$ cat src/rtl/connect_pkg.sv
// Shared encodings for the Connect-N engine: FSM states, game status codes,
// and the per-direction row/col steps used by the run counter.
package connect_pkg;

  typedef enum logic [1:0] {
    ST_IDLE  = 2'b00,
    ST_DROP  = 2'b01,
    ST_CHECK = 2'b10,
    ST_DONE  = 2'b11
  } state_e;

  typedef enum logic [1:0] {
    GS_PLAYING = 2'b00,
    GS_P1_WIN  = 2'b01,
    GS_P2_WIN  = 2'b10,
    GS_DRAW    = 2'b11
  } status_e;

  typedef enum logic [1:0] {
    DIR_H = 2'd0,
    DIR_V = 2'd1,
    DIR_D = 2'd2,
    DIR_A = 2'd3
  } dir_e;

  // Row 0 is the bottom, so the anti-diagonal steps down as the column rises.
  localparam int DIR_DR [4] = '{0, 1, 1, -1};
  localparam int DIR_DC [4] = '{1, 0, 1,  1};

endpackage

$ cat src/rtl/connect_n_engine_if.sv
// Move/display bus between the front end and the Connect-N engine.
// The undo line only exists when CONNECT_UNDO_EN is defined.
interface connect_n_engine_if #(
  parameter int ROWS = 4,
  parameter int COLS = 4
);
  logic                 enable;
  logic [COLS-1:0]      in_column;
`ifdef CONNECT_UNDO_EN
  logic                 undo;
`endif
  logic [ROWS*COLS-1:0] out_gameboard;
  logic [ROWS*COLS-1:0] out_players_cells;
  logic [1:0]           out_game_status;
  logic [1:0]           current_state;
  logic                 player_turn;
  logic                 move_reject;

  modport master (
    output enable, in_column,
`ifdef CONNECT_UNDO_EN
    output undo,
`endif
    input  out_gameboard, out_players_cells, out_game_status,
    input  current_state, player_turn, move_reject
  );

  modport slave (
    input  enable, in_column,
`ifdef CONNECT_UNDO_EN
    input  undo,
`endif
    output out_gameboard, out_players_cells, out_game_status,
    output current_state, player_turn, move_reject
  );
endinterface

$ cat src/rtl/cn_run_counter.sv
// Combinational run length through one cell along one direction, counting
// same-owner neighbours on both sides (each side capped at WIN_LEN-1).
module cn_run_counter
  import connect_pkg::*;
#(
  parameter int ROWS    = 4,
  parameter int COLS    = 4,
  parameter int WIN_LEN = 4,
  parameter int HW      = $clog2(ROWS+1),
  parameter int CLW     = $clog2(COLS),
  parameter int RW      = $clog2(WIN_LEN*2)
) (
  input  logic [ROWS*COLS-1:0] board_i,
  input  logic [ROWS*COLS-1:0] owner_i,
  input  logic [HW-1:0]        row_i,
  input  logic [CLW-1:0]       col_i,
  input  dir_e                 dir_i,
  input  logic                 player_i,
  output logic [RW-1:0]        run_o
);
  localparam int CW = $clog2(ROWS*COLS);

  int   r, c, idx;
  logic go, inb;

  always_comb begin
    run_o = RW'(1);
    r     = 0;
    c     = 0;
    idx   = 0;
    go    = 1'b1;
    inb   = 1'b0;
    for (int s = 0; s < 2; s++) begin
      go = 1'b1;
      for (int k = 1; k < WIN_LEN; k++) begin
        r   = int'(row_i) + ((s == 0) ? k : -k) * DIR_DR[dir_i];
        c   = int'(col_i) + ((s == 0) ? k : -k) * DIR_DC[dir_i];
        inb = (r >= 0) && (r < ROWS) && (c >= 0) && (c < COLS);
        idx = inb ? (r * COLS + c) : 0;
        // Off-board or foreign/empty cells end this side's run.
        if (go && inb && board_i[idx[CW-1:0]] && (owner_i[idx[CW-1:0]] == player_i))
          run_o = run_o + RW'(1);
        else
          go = 1'b0;
      end
    end
  end
endmodule

$ cat src/rtl/connect_n_engine.sv
// Connect-N game core: drop, four-cycle win check, draw/turn tracking.
// Define CONNECT_UNDO_EN for single-level undo of the last dropped move.
module connect_n_engine
  import connect_pkg::*;
#(
  parameter int ROWS    = 4,
  parameter int COLS    = 4,
  parameter int WIN_LEN = 4
) (
  input logic clk,
  input logic reset,
  connect_n_engine_if.slave bus
);
  localparam int HW  = $clog2(ROWS+1);
  localparam int MW  = $clog2(ROWS*COLS+1);
  localparam int CLW = $clog2(COLS);
  localparam int RW  = $clog2(WIN_LEN*2);
  localparam int CW  = $clog2(ROWS*COLS);
  localparam logic [HW-1:0] ROWS_H = HW'(ROWS);
  localparam logic [MW-1:0] CELLS  = MW'(ROWS*COLS);
  localparam logic [RW-1:0] WIN_R  = RW'(WIN_LEN);

  state_e                     state_q, state_d;
  status_e                    status_q, status_d;
  dir_e                       dir_q, dir_d;
  logic                       player_q, player_d;
  logic                       reject_q, reject_d;
  logic [ROWS*COLS-1:0]       board_q, board_d, owner_q, owner_d;
  logic [COLS-1:0][HW-1:0]    heights_q, heights_d;
  logic [MW-1:0]              moves_q, moves_d;
  logic [CLW-1:0]             col_q, col_d, sel_col;
  logic [HW-1:0]              row_q, row_d;
  logic                       sel_ok;
  logic [RW-1:0]              run;
  int                         pos;
`ifdef CONNECT_UNDO_EN
  logic                       last_vld_q, last_vld_d, last_player_q, last_player_d;
  logic [CLW-1:0]             last_col_q, last_col_d;
  logic [HW-1:0]              last_row_q, last_row_d;
  int                         lpos;
`endif

  assign sel_ok = $onehot(~bus.in_column);

  always_comb begin
    sel_col = '0;
    for (int c = 0; c < COLS; c++)
      if (!bus.in_column[c]) sel_col = CLW'(c);
  end

  cn_run_counter #(.ROWS(ROWS), .COLS(COLS), .WIN_LEN(WIN_LEN),
                   .HW(HW), .CLW(CLW), .RW(RW)) u_run (
    .board_i  (board_q),
    .owner_i  (owner_q),
    .row_i    (row_q),
    .col_i    (col_q),
    .dir_i    (dir_q),
    .player_i (player_q),
    .run_o    (run)
  );

  always_comb begin
    state_d   = state_q;
    status_d  = status_q;
    dir_d     = dir_q;
    player_d  = player_q;
    reject_d  = 1'b0;
    board_d   = board_q;
    owner_d   = owner_q;
    heights_d = heights_q;
    moves_d   = moves_q;
    col_d     = col_q;
    row_d     = row_q;
    pos       = int'(row_q) * COLS + int'(col_q);
`ifdef CONNECT_UNDO_EN
    last_vld_d    = last_vld_q;
    last_player_d = last_player_q;
    last_col_d    = last_col_q;
    last_row_d    = last_row_q;
    lpos          = int'(last_row_q) * COLS + int'(last_col_q);
`endif
    case (state_q)
      ST_IDLE: if (bus.enable) begin
        if (sel_ok && (heights_q[sel_col] < ROWS_H)) begin
          col_d   = sel_col;
          row_d   = heights_q[sel_col];
          state_d = ST_DROP;
        end else begin
          reject_d = 1'b1;
        end
      end
      ST_DROP: begin
        board_d[pos[CW-1:0]] = 1'b1;
        owner_d[pos[CW-1:0]] = player_q;
        heights_d[col_q]     = heights_q[col_q] + HW'(1);
        moves_d              = moves_q + MW'(1);
        dir_d                = DIR_H;
        state_d              = ST_CHECK;
`ifdef CONNECT_UNDO_EN
        last_vld_d    = 1'b1;
        last_player_d = player_q;
        last_col_d    = col_q;
        last_row_d    = row_q;
`endif
      end
      ST_CHECK: begin
        if (run >= WIN_R) begin
          status_d = player_q ? GS_P2_WIN : GS_P1_WIN;
          state_d  = ST_DONE;
        end else if (dir_q == DIR_A) begin
          if (moves_q == CELLS) begin
            status_d = GS_DRAW;
            state_d  = ST_DONE;
          end else begin
            player_d = ~player_q;
            state_d  = ST_IDLE;
          end
        end else begin
          dir_d = dir_e'(dir_q + 2'd1);
        end
      end
      default: ;
    endcase
`ifdef CONNECT_UNDO_EN
    // Undo overrides any same-cycle move request, including its reject pulse.
    if (bus.undo && last_vld_q && ((state_q == ST_IDLE) || (state_q == ST_DONE))) begin
      board_d[lpos[CW-1:0]] = 1'b0;
      owner_d[lpos[CW-1:0]] = 1'b0;
      heights_d[last_col_q] = heights_q[last_col_q] - HW'(1);
      moves_d               = moves_q - MW'(1);
      player_d              = last_player_q;
      status_d              = GS_PLAYING;
      state_d               = ST_IDLE;
      reject_d              = 1'b0;
      last_vld_d            = 1'b0;
    end
`endif
  end

  always_ff @(posedge clk) begin
    if (!reset) begin
      state_q   <= ST_IDLE;
      status_q  <= GS_PLAYING;
      dir_q     <= DIR_H;
      player_q  <= 1'b0;
      reject_q  <= 1'b0;
      board_q   <= '0;
      owner_q   <= '0;
      heights_q <= '0;
      moves_q   <= '0;
      col_q     <= '0;
      row_q     <= '0;
`ifdef CONNECT_UNDO_EN
      last_vld_q    <= 1'b0;
      last_player_q <= 1'b0;
      last_col_q    <= '0;
      last_row_q    <= '0;
`endif
    end else begin
      state_q   <= state_d;
      status_q  <= status_d;
      dir_q     <= dir_d;
      player_q  <= player_d;
      reject_q  <= reject_d;
      board_q   <= board_d;
      owner_q   <= owner_d;
      heights_q <= heights_d;
      moves_q   <= moves_d;
      col_q     <= col_d;
      row_q     <= row_d;
`ifdef CONNECT_UNDO_EN
      last_vld_q    <= last_vld_d;
      last_player_q <= last_player_d;
      last_col_q    <= last_col_d;
      last_row_q    <= last_row_d;
`endif
    end
  end

  assign bus.out_gameboard     = board_q;
  assign bus.out_players_cells = owner_q;
  assign bus.out_game_status   = status_q;
  assign bus.current_state     = state_q;
  assign bus.player_turn       = player_q;
  assign bus.move_reject       = reject_q;
endmodule

$ cat src/flat_wrapper.sv
// flat-port wrapper written by rule: the top's interface ports become plain ports
module connect_n_engine_flat import connect_pkg::*;
#(
  parameter int ROWS    = 4,
  parameter int COLS    = 4,
  parameter int WIN_LEN = 4
)
  (clk, reset, bus_enable, bus_in_column, bus_out_gameboard, bus_out_players_cells, bus_out_game_status, bus_current_state, bus_player_turn, bus_move_reject);
  connect_n_engine_if #(.ROWS(ROWS), .COLS(COLS)) bus_i ();
  input logic clk;
  input logic reset;
  input wire logic [$bits(bus_i.enable)-1:0] bus_enable;
  input wire logic [$bits(bus_i.in_column)-1:0] bus_in_column;
  output wire logic [$bits(bus_i.out_gameboard)-1:0] bus_out_gameboard;
  output wire logic [$bits(bus_i.out_players_cells)-1:0] bus_out_players_cells;
  output wire logic [$bits(bus_i.out_game_status)-1:0] bus_out_game_status;
  output wire logic [$bits(bus_i.current_state)-1:0] bus_current_state;
  output wire logic [$bits(bus_i.player_turn)-1:0] bus_player_turn;
  output wire logic [$bits(bus_i.move_reject)-1:0] bus_move_reject;
  assign bus_i.enable = bus_enable;
  assign bus_i.in_column = bus_in_column;
  assign bus_out_gameboard = bus_i.out_gameboard;
  assign bus_out_players_cells = bus_i.out_players_cells;
  assign bus_out_game_status = bus_i.out_game_status;
  assign bus_current_state = bus_i.current_state;
  assign bus_player_turn = bus_i.player_turn;
  assign bus_move_reject = bus_i.move_reject;
  connect_n_engine #(.ROWS(ROWS), .COLS(COLS), .WIN_LEN(WIN_LEN)) u_core (.clk(clk), .reset(reset), .bus(bus_i));
endmodule
$ cat config.mk
export PLATFORM = sky130hd
export DESIGN_NAME = connect_n_engine_flat
export DESIGN_NICKNAME = d
export VERILOG_FILES = /design/src/rtl/connect_pkg.sv /design/src/rtl/connect_n_engine_if.sv /design/src/rtl/cn_run_counter.sv /design/src/rtl/connect_n_engine.sv /design/src/flat_wrapper.sv
export SDC_FILE = /design/constraint.sdc
export NUM_CORES = 1
export LEC_CHECK = 0
export ABC_AREA = 1
export CAP_MARGIN = 20
export CORE_ASPECT_RATIO = 0.6
export CORE_UTILIZATION = 42
export DETAILED_ROUTE_END_ITERATION = 12
export GPL_TIMING_DRIVEN = 1
export PLACE_DENSITY = 0.63
export SKIP_LAST_GASP = 1
export SYNTH_ARGS = -nofsm -noshare
export SYNTH_HDL_FRONTEND = slang
export SYNTH_HIERARCHICAL = 1
export SYNTH_SLANG_ARGS = --single-unit
$ cat constraint.sdc
create_clock -name clk -period 6 [get_ports clk]
set_input_delay 1.5 -clock clk [delete_from_list [all_inputs] [get_ports clk]]
set_output_delay 1.5 -clock clk [all_outputs]
set_load 0.01 [all_outputs]
## Yosys cells after proc, flatten, opt, wreduce, memory -nomap -nowiden

Cells that the tools add are included.

- Add/subtract/negate cells: 34
- $mul: 4
- Magnitude comparators: 38
- Eq/ne operators: 16
- Multiplexer cells: 73
- Bitwise gates (word level): 6
- Reduce and logical (&&, ||, !) cells: 48

Operators with widths:

| operator | number |
|---|---|
| greater-or-equal comparator 32 x 1 -> 1 bit, second input constant | 12 |
| less-than comparator 32 x 4 -> 1 bit, second input constant | 12 |
| adder 3 x 32 -> 32 bit | 6 |
| adder 4 x 32 -> 32 bit | 6 |
| binary-select mux 32 bit (select 2 bit) | 2 |
| multiplier 3 x 32 -> 32 bit, first input constant | 4 |
| two-way mux 32 bit | 4 |
| negation 32 bit | 2 |
| negation 31 bit | 2 |
| binary-select mux 1 bit (select 4 bit) | 12 |
| logical AND 1 bit | 37 |
| less-than comparator 4 x 5 -> 1 bit, second input constant | 7 |
| two-way mux 2 bit | 14 |
| adder 4 bit | 6 |
| two-way mux 3 bit | 8 |
| two-way mux 4 bit | 6 |
| two-way mux 1 bit | 19 |
| bitwise mux 16 bit | 1 |
| OR 16 bit | 1 |
| adder 3 x 1 -> 3 bit, second input constant | 5 |
| binary-select mux 3 bit (select 2 bit) | 2 |
| bitwise mux 12 bit | 1 |
| AND reduction 3 bit | 4 |
| AND reduction 4 bit | 2 |
| other kinds (29) | 44 |

- Register bits: 62
- Bits of input ports: 7
- Output and inout port bits: 38
- Word-level logic and storage cells: 233

## Logic depth before layout (Yosys ltp)

Gate-level depths: netlist of the first run.

- Depth in word-level cells: 32
- Gate-level depth with buffers: 52
- Gate-level depth less buffers: 51

## Modules after synthesis

The synthesis of the first run kept the hierarchy.

Modules (own cells, without submodules):

| module | times used | cells each | area each (sq um) |
|---|---|---|---|
| cn_run_counter | 1 | 903 | 4999.8 |
| connect_n_engine | 1 | 374 | 2740.1 |

## Worst setup path after synthesis of the first run

Ideal clock, no wire load.

- Path kind: reg2reg
- Start point: reg u_core.dir_q[0]
- End point: reg u_core.state_q[0], in the netlist u_core/bus.current_state[0]
- Library setup time: 0.110 ns
- Arrival time: 5.847 ns
- Data required time: 5.890 ns
- Slack: 0.043 ns
- Stages on the path, launching flop included: 47
- Path buffers: 2
- Clock period less this slack: 5.957 ns
- Cells stage by stage: dfxtp_1 > ha_1 > buf_2 > inv_2 > ha_1 > inv_2 > o21ai_2 > nor2_1 > ha_1 > nor4b_1 > nand4_1 > nor2_1 > nand2_2 > nor2_4 > buf_4 > nand2_1 > o211ai_1 > nand3_1 > (+11 left out) > nand2_1 > inv_1 > ha_1 > nand2_1 > nand2_1 > ha_1 > inv_1 > nor2_2 > inv_1 > nand2_1 > nand2_1 > nand2_1 > nand2_1 > o21bai_1 > nand3_1 > nand2_1 > inv_1 > nor2_1

- Longest elaborated chain between the ends: 32
- Elaborated cells between the ends (all ways): 148
- Those cells by class: add/sub (27); mul (4); order compare (25); eq/ne (8); mux (48); bitwise (1); reduce/logical (35)

RTL lines:

| element | line | RTL |
|---|---|---|
| start, declared | connect_n_engine.sv:25 | `dir_e dir_q, dir_d;` |
| start signal, assigned | connect_n_engine.sv:162 | `dir_q <= dir_d;` |
| inverter 2 -> 3 bit (not written as such) * | cn_run_counter.sv:36, cn_run_counter.sv:37 |  |
| parallel branches: the longest is 27 deep, another holds multiplier 3 x 32 -> 32 bit | - |  |
| two-way mux 3 bit * | cn_run_counter.sv:41 | `if (go && inb && board_i[idx[CW-1:0]] && (owner_i[idx[CW-1:0]] == player_i))` |
| named net u_core.run[2] | connect_n_engine.sv:34 | `logic [RW-1:0] run;` |
| greater-or-equal comparator 3 bit * | connect_n_engine.sv:107 | `if (run >= WIN_R) begin` |
| != test 3 x 1 -> 1 bit (no source line) or two-way mux 2 bit (tied branches) | - |  |
| AND reduction 4 bit (no source line) or case mux 2 bit (3 select lines) (tied branches) | - |  |
| end signal, assigned | connect_n_engine.sv:160 | `state_q <= state_d;` |
| end, declared | connect_n_engine.sv:23 | `state_e state_q, state_d;` |

Mark *: on every way through the listed nets, which the timed path passes. The select of a mux whose other input is x is not followed.
A chain may end at the register's enable or synchronous reset.

## Worst setup path in the final report of the first run

- Start point: reg u_core.dir_q[0]
- End point: reg u_core.state_q[1], in the netlist u_core/bus.current_state[1]

Same word-level chain as after synthesis.

==> flow_summary.ini, run 1 <==
[outcome]
status = complete, no violations

[clocking]
clock-sinks = 62
clk_latency_ns = 0.33
cts_buffers = 9
cts_hold_buffers = 0
clock-root-buffer = clkbuf_16
ctsLongestPathBuffers = 2
path_clk_slew_ns = 0.06
htreeDepth = 3
cts_tree = done

[setup_path]
crit_path_max_incr_delay_ns = 0.36
start_kind = flip-flop
endpoint_kind = flip-flop
cp_max_fo = 17
arrival_ns = 5.95
crit_type = flip-flop to flip-flop
cp.required_ns = 6.27
cpMostUsedCell = nand2_1
crit_slowest_cell = dfxtp_4

[sta]
worstMarginPinSlew_ns = 1.04
period_share_pct = 94.7
drv_slew = 0
rsz0062_at_grt = true
slew_headroom_pct = 30.6
fin_ws_ns = 0.315
clock_skew_ns = 0.00529
post-route-min-period_ns = 5.68
max_freq_mhz = 176
hold_slack_ns = 0.487
hold_viol = 0
setup_viol = 0

[global_routing]
grt_start_max_net_pins = 35
grt_pass1_vias = 7597
antenna_found_initial = 0
grt_use_total_pct = 29.4
grt_pass1_wl_um = 42800
grt_overflow = 0

[routing]
first_pass_iters = 6
vias = 8837
routedWlPerCell_um = 17.6
routed_wl_um = 28100
drt_drc_violations_left = 0
antenna_left = 0
dr.first_iter.drc_count = 1216
avgViaCountPerCell = 5.53

[finish]
fin_util_pct = 53.4
fill_cells = 1797
syn2layout_area_growth_pct = 21.4
design_area_mm2 = 0.00937
final_layout_size_suffix_gt1_share_pct = 15.2
nets = 1448

[floorplan]
ioPinCount = 45
core-area_mm2 = 0.0175
rows = 37
fp.dieW_um = 177
initial_core_util_pct = 44.0
die_y_um = 107
dieArea_mm2 = 0.0189

[logic_synthesis]
synth_warnings = 6
synthCells = 1271
syn_avg_cell_area_um2 = 6.07
syn-cell-area_mm2 = 0.00771
synth_fp_nets = 1362

[pwr]
leakagePower_nw = 4.31
p_per_area_mw_per_mm2 = 279
total_power_w = 0.00261
ir_drop_mv = 0.166

[run]
maxCapViolCount = 0

[placement]
dp_slack_ns = -0.0978
place.gp.congestion = 1.04
place_area_mm2 = 0.00861
hpwl_um = 21900
portBuffers = 44

[hold_path]
min_path_type = flip-flop to flip-flop
placed cells by master (no fill, tap or decap), types with 44 or more instances in the layout:
cell type	count
nand3_1	130
nor2_1	121
buf_4	54
nand2_1	296
a21oi_1	58
clkdlybuf4s50_1	44
dfxtp_1	60
o21ai_0	46
ha_1	67
o211ai_1	48
inv_1	186
layout make-up:
type | instances | area [um^2] | area share, %
clock inverter | 7 | 97.6 | 1.04
timing repair inverter | 1 | 7.51 | 0.0801
clock buffer | 9 | 225 | 2.40
multi-input combinational | 959 | 5750 | 61.4
sequential | 62 | 1250 | 13.3
inverter | 222 | 852 | 9.09
timing repair buffer | 102 | 891 | 9.51
antenna | 1 | 2.50 | 0.0267
tap | 234 | 293 | 3.13
path summary, 6_finish.rpt:
kind	slack [ns]	end	startpoint	depth (start not counted)
max	0.32	u_core/bus.current_state[1]$_SDFFE_PN0P_	u_core/dir_q[0]$_SDFFE_PN0P_	47
min	0.49	u_core/heights_q[7]$_SDFFE_PN0P_	u_core/heights_q[7]$_SDFFE_PN0P_	2
max reg2reg	0.32	u_core/bus.current_state[1]$_SDFFE_PN0P_	u_core/dir_q[0]$_SDFFE_PN0P_	47
min reg2reg	0.49	u_core/heights_q[7]$_SDFFE_PN0P_	u_core/heights_q[7]$_SDFFE_PN0P_	2
critical path: cells and delay by family, from the launching register on:
kind,cells,cell delay (ns)
and+or+nand+nor,26,2.50
adders and majority gates,6,1.12
AOI/OAI and AO/OA,5,0.85
buffers and inverters,10,0.75
DFF,1,0.36
registers in the layout, summed over array words and instances (netlist names), 2 cells and up:
signal	cells
u_core/bus.out_players_cells	16
u_core/moves_q	5
u_core/col_q	2
u_core/bus.current_state	2
u_core/bus.out_gameboard	16
u_core/row_q	3
u_core/dir_q	2
u_core/heights_q	12
u_core/bus.out_game_status	2
metrics by stage:
step                cells  setup TNS (ns)
floorplan            1271               0
global placement     1563               0
detailed placement   1563          -0.260
CTS                  1580               0
global route         1596          -0.495
finish               1597               0
layer usage:
metal | GRT usage [%] | wire (um) | vias to the layer above
li1 | - | - | 4332
met1 | 46.3 | 13700 | 4021
met2 | 37.9 | 10700 | 459
met3 | 7.98 | 3410 | 25
met4 | 6.22 | 355 | 0
met5 | 0 | 0 | -
power by group:
| group | internal (W) | switching, W | total (W) |
|---|---|---|---|
| clock | 0.000364 | 0.000195 | 0.000560 |
| sequential | 0.000440 | 0.0000376 | 0.000478 |
| combinational | 0.000565 | 0.00101 | 0.00158 |
repair_timing:
action                                  CTS  global route
endpoints found under the hold margin     0             0
cloned                                    0             1
resized for setup                         2            72
pin swaps                                 2            33
endpoints found under the setup margin    4             7
buffers inserted                          1            15
Note: power is estimated with default switching activity, not from simulation.
==> run 2: changes to the inputs <==
Settings changed: DONT_BUFFER_PORTS set to 1, PLACE_DENSITY 0.63 to 0.6.
Clock period 6 ns to 5.1 ns, I/O delays scaled along.
==> run 2 against run 1 <==
The run now ends with negative setup slack left. Largest power group unchanged. Sequential cell count is the same. Clock power grew 14%. Register-to-register slack lost 0.70 ns. First-iteration DRC count shrank 11%. Global-route usage grew 1.8 points. Largest cell class unchanged. Combinational power grew 29%.
==> flow_summary.ini, run 2 (synthesis gave the netlist of run 1 again) <==
[outcome]
status = finished with violations
failed_checks = negative setup slack

[setup_path]
start_kind = flip-flop
crit_type = flip-flop to flip-flop
cp_max_fo = 4
cp_num_buf_inv = 9
endpoint_kind = flip-flop
crit_slowest_cell = dfxtp_4
rr_startpoint = u_core/dir_q[1]$_SDFFE_PN0P_
cp.required_ns = 5.33
cp_top_family = simple AND/OR/NAND/NOR gates
arrival_ns = 5.72
crit_path_max_incr_delay_ns = 0.38
cpMostUsedCell = nand2_1
startpoint = u_core/dir_q[1]$_SDFFE_PN0P_
regToRegSetupSlack_ns = -0.39

[sta]
post-route-min-period_ns = 5.49
tns_ns = -2.33
drv_slew = 0
setup_viol = 7
period_share_pct = 108
rsz0062_at_grt = true
slew_headroom_pct = 25.9
fin_ws_ns = -0.386
clock_skew_ns = 0.00767
worstMarginPinSlew_ns = 1.11
hold_viol = 0
max_freq_mhz = 182

[pwr]
p_per_area_mw_per_mm2 = 328
leakagePower_nw = 4.74
ir_drop_mv = 0.273

[floorplan]
die_y_um = 107
rows = 37
fp.dieW_um = 177
core-area_mm2 = 0.0175
ioPinCount = 45
dieArea_mm2 = 0.0189
initial_core_util_pct = 44.0

[finish]
n_antenna_cell = 0
nets = 1513
final_common_cell = nand2_1
fin_util_pct = 56.1
fill_cells = 1765
layout_common_cells = nand2_1, inv_1, buf_4, nand3_1, nor2_1
syn2layout_area_growth_pct = 27.7
design_area_mm2 = 0.00985
multi_input_area_mm2 = 0.00582
final_layout_size_suffix_gt1_share_pct = 23.3
layout.area.seq_mm2 = 0.00125

[global_routing]
grt_overflow = 0
grt_use_total_pct = 31.2
grt_pass1_wl_um = 45100
grt_use_met2_pct = 42.6
grt_pass1_vias = 8061
antenna_found_initial = 0
grt_use_met3_pct = 10.5
met1_usage_pct = 46.4
grt-busiest-layer = met1
grt_start_max_net_pins = 35

[routing]
routed_wl_um = 29400
avgViaCountPerCell = 5.40
dr.first_iter.drc_count = 1079
first_pass_iters = 5
vias = 8963
antenna_left = 0
drt_drc_violations_left = 0
routedWlPerCell_um = 17.7

[clocking]
cts_buffers = 9
cts_tree = done
path_clk_slew_ns = 0.06
ctsLongestPathBuffers = 2
htreeDepth = 3
clock-root-buffer = clkbuf_16
cts_hold_buffers = 0
clk_latency_ns = 0.33
clock-sinks = 62

[placement]
place_area_mm2 = 0.00914
hpwl_um = 22900
place.gp.congestion = 1.03
dp_slack_ns = -0.544
portBuffers = 0

[hold_path]
min_path_type = flip-flop to flip-flop
holdCritStartpoint = u_core/heights_q[7]$_SDFFE_PN0P_

[run]
maxCapViolCount = 0
[run 2: worst reg2reg max path: cells and delay by family, from the launching register on]
family | cells | cell delay (ns)
compound gates | 3 | 0.32
flops | 1 | 0.38
fa+ha+maj | 7 | 1.29
buf+inv | 9 | 0.50
simple gates | 30 | 2.91
[run 2: path summary, 6_finish.rpt]
check | cells past startpoint | end
setup / recovery | 49 | u_core/bus.current_state[1]$_SDFFE_PN0P_
hold / removal | 2 | u_core/heights_q[7]$_SDFFE_PN0P_
setup reg to reg | 49 | u_core/bus.current_state[1]$_SDFFE_PN0P_
hold reg to reg | 2 | u_core/heights_q[7]$_SDFFE_PN0P_
[run 2: power by group]
part	internal, W	leakage, nW	switching [W]	total (W)
Clock	0.000384	0.151	0.000254	0.000638
Combinational	0.000830	4.09	0.00121	0.00204
Sequential	0.000518	0.502	0.0000389	0.000557
[run 2: through the flow]
stage | hold WS (ns) | total power [W] | instances
3_5_place_dp | 0.472 | 0.00244 | 1629
2_1_floorplan | 0.436 | 0.00184 | 1271
6_report | 0.485 | 0.00323 | 1661
4_1_cts | 0.483 | 0.00316 | 1659
3_3_place_gp | 0.465 | 0.00243 | 1629
5_1_grt | 0.506 | 0.00349 | 1661
[run 2: per-layer routing]
| metal | up-vias | part of all wire, % |
|---|---|---|
| met5 | - | 0 |
| met2 | 407 | 39 |
| met1 | 4062 | 48 |
| met4 | 0 | 1.2 |
| met3 | 31 | 12 |
| li1 | 4463 | - |
[run 2: cell type report]
type	count	area share, %
Clock buffer	9	2.29
Clock inverter	7	0.800
Inverter	222	8.80
Multi-Input combinational cell	959	59.0
Sequential cell	62	12.7
Tap cell	234	2.97
Timing Repair Buffer	167	13.4
Timing Repair inverter	1	0.0381
[run 2: timing repair]
item / 4_1_cts / 5_1_grt
pin swaps: 22 / 40
setup endpoints to repair: 7 / 7
resized for setup: 47 / 28
buffers inserted: 13 / 2
gates cloned: 1 / 0
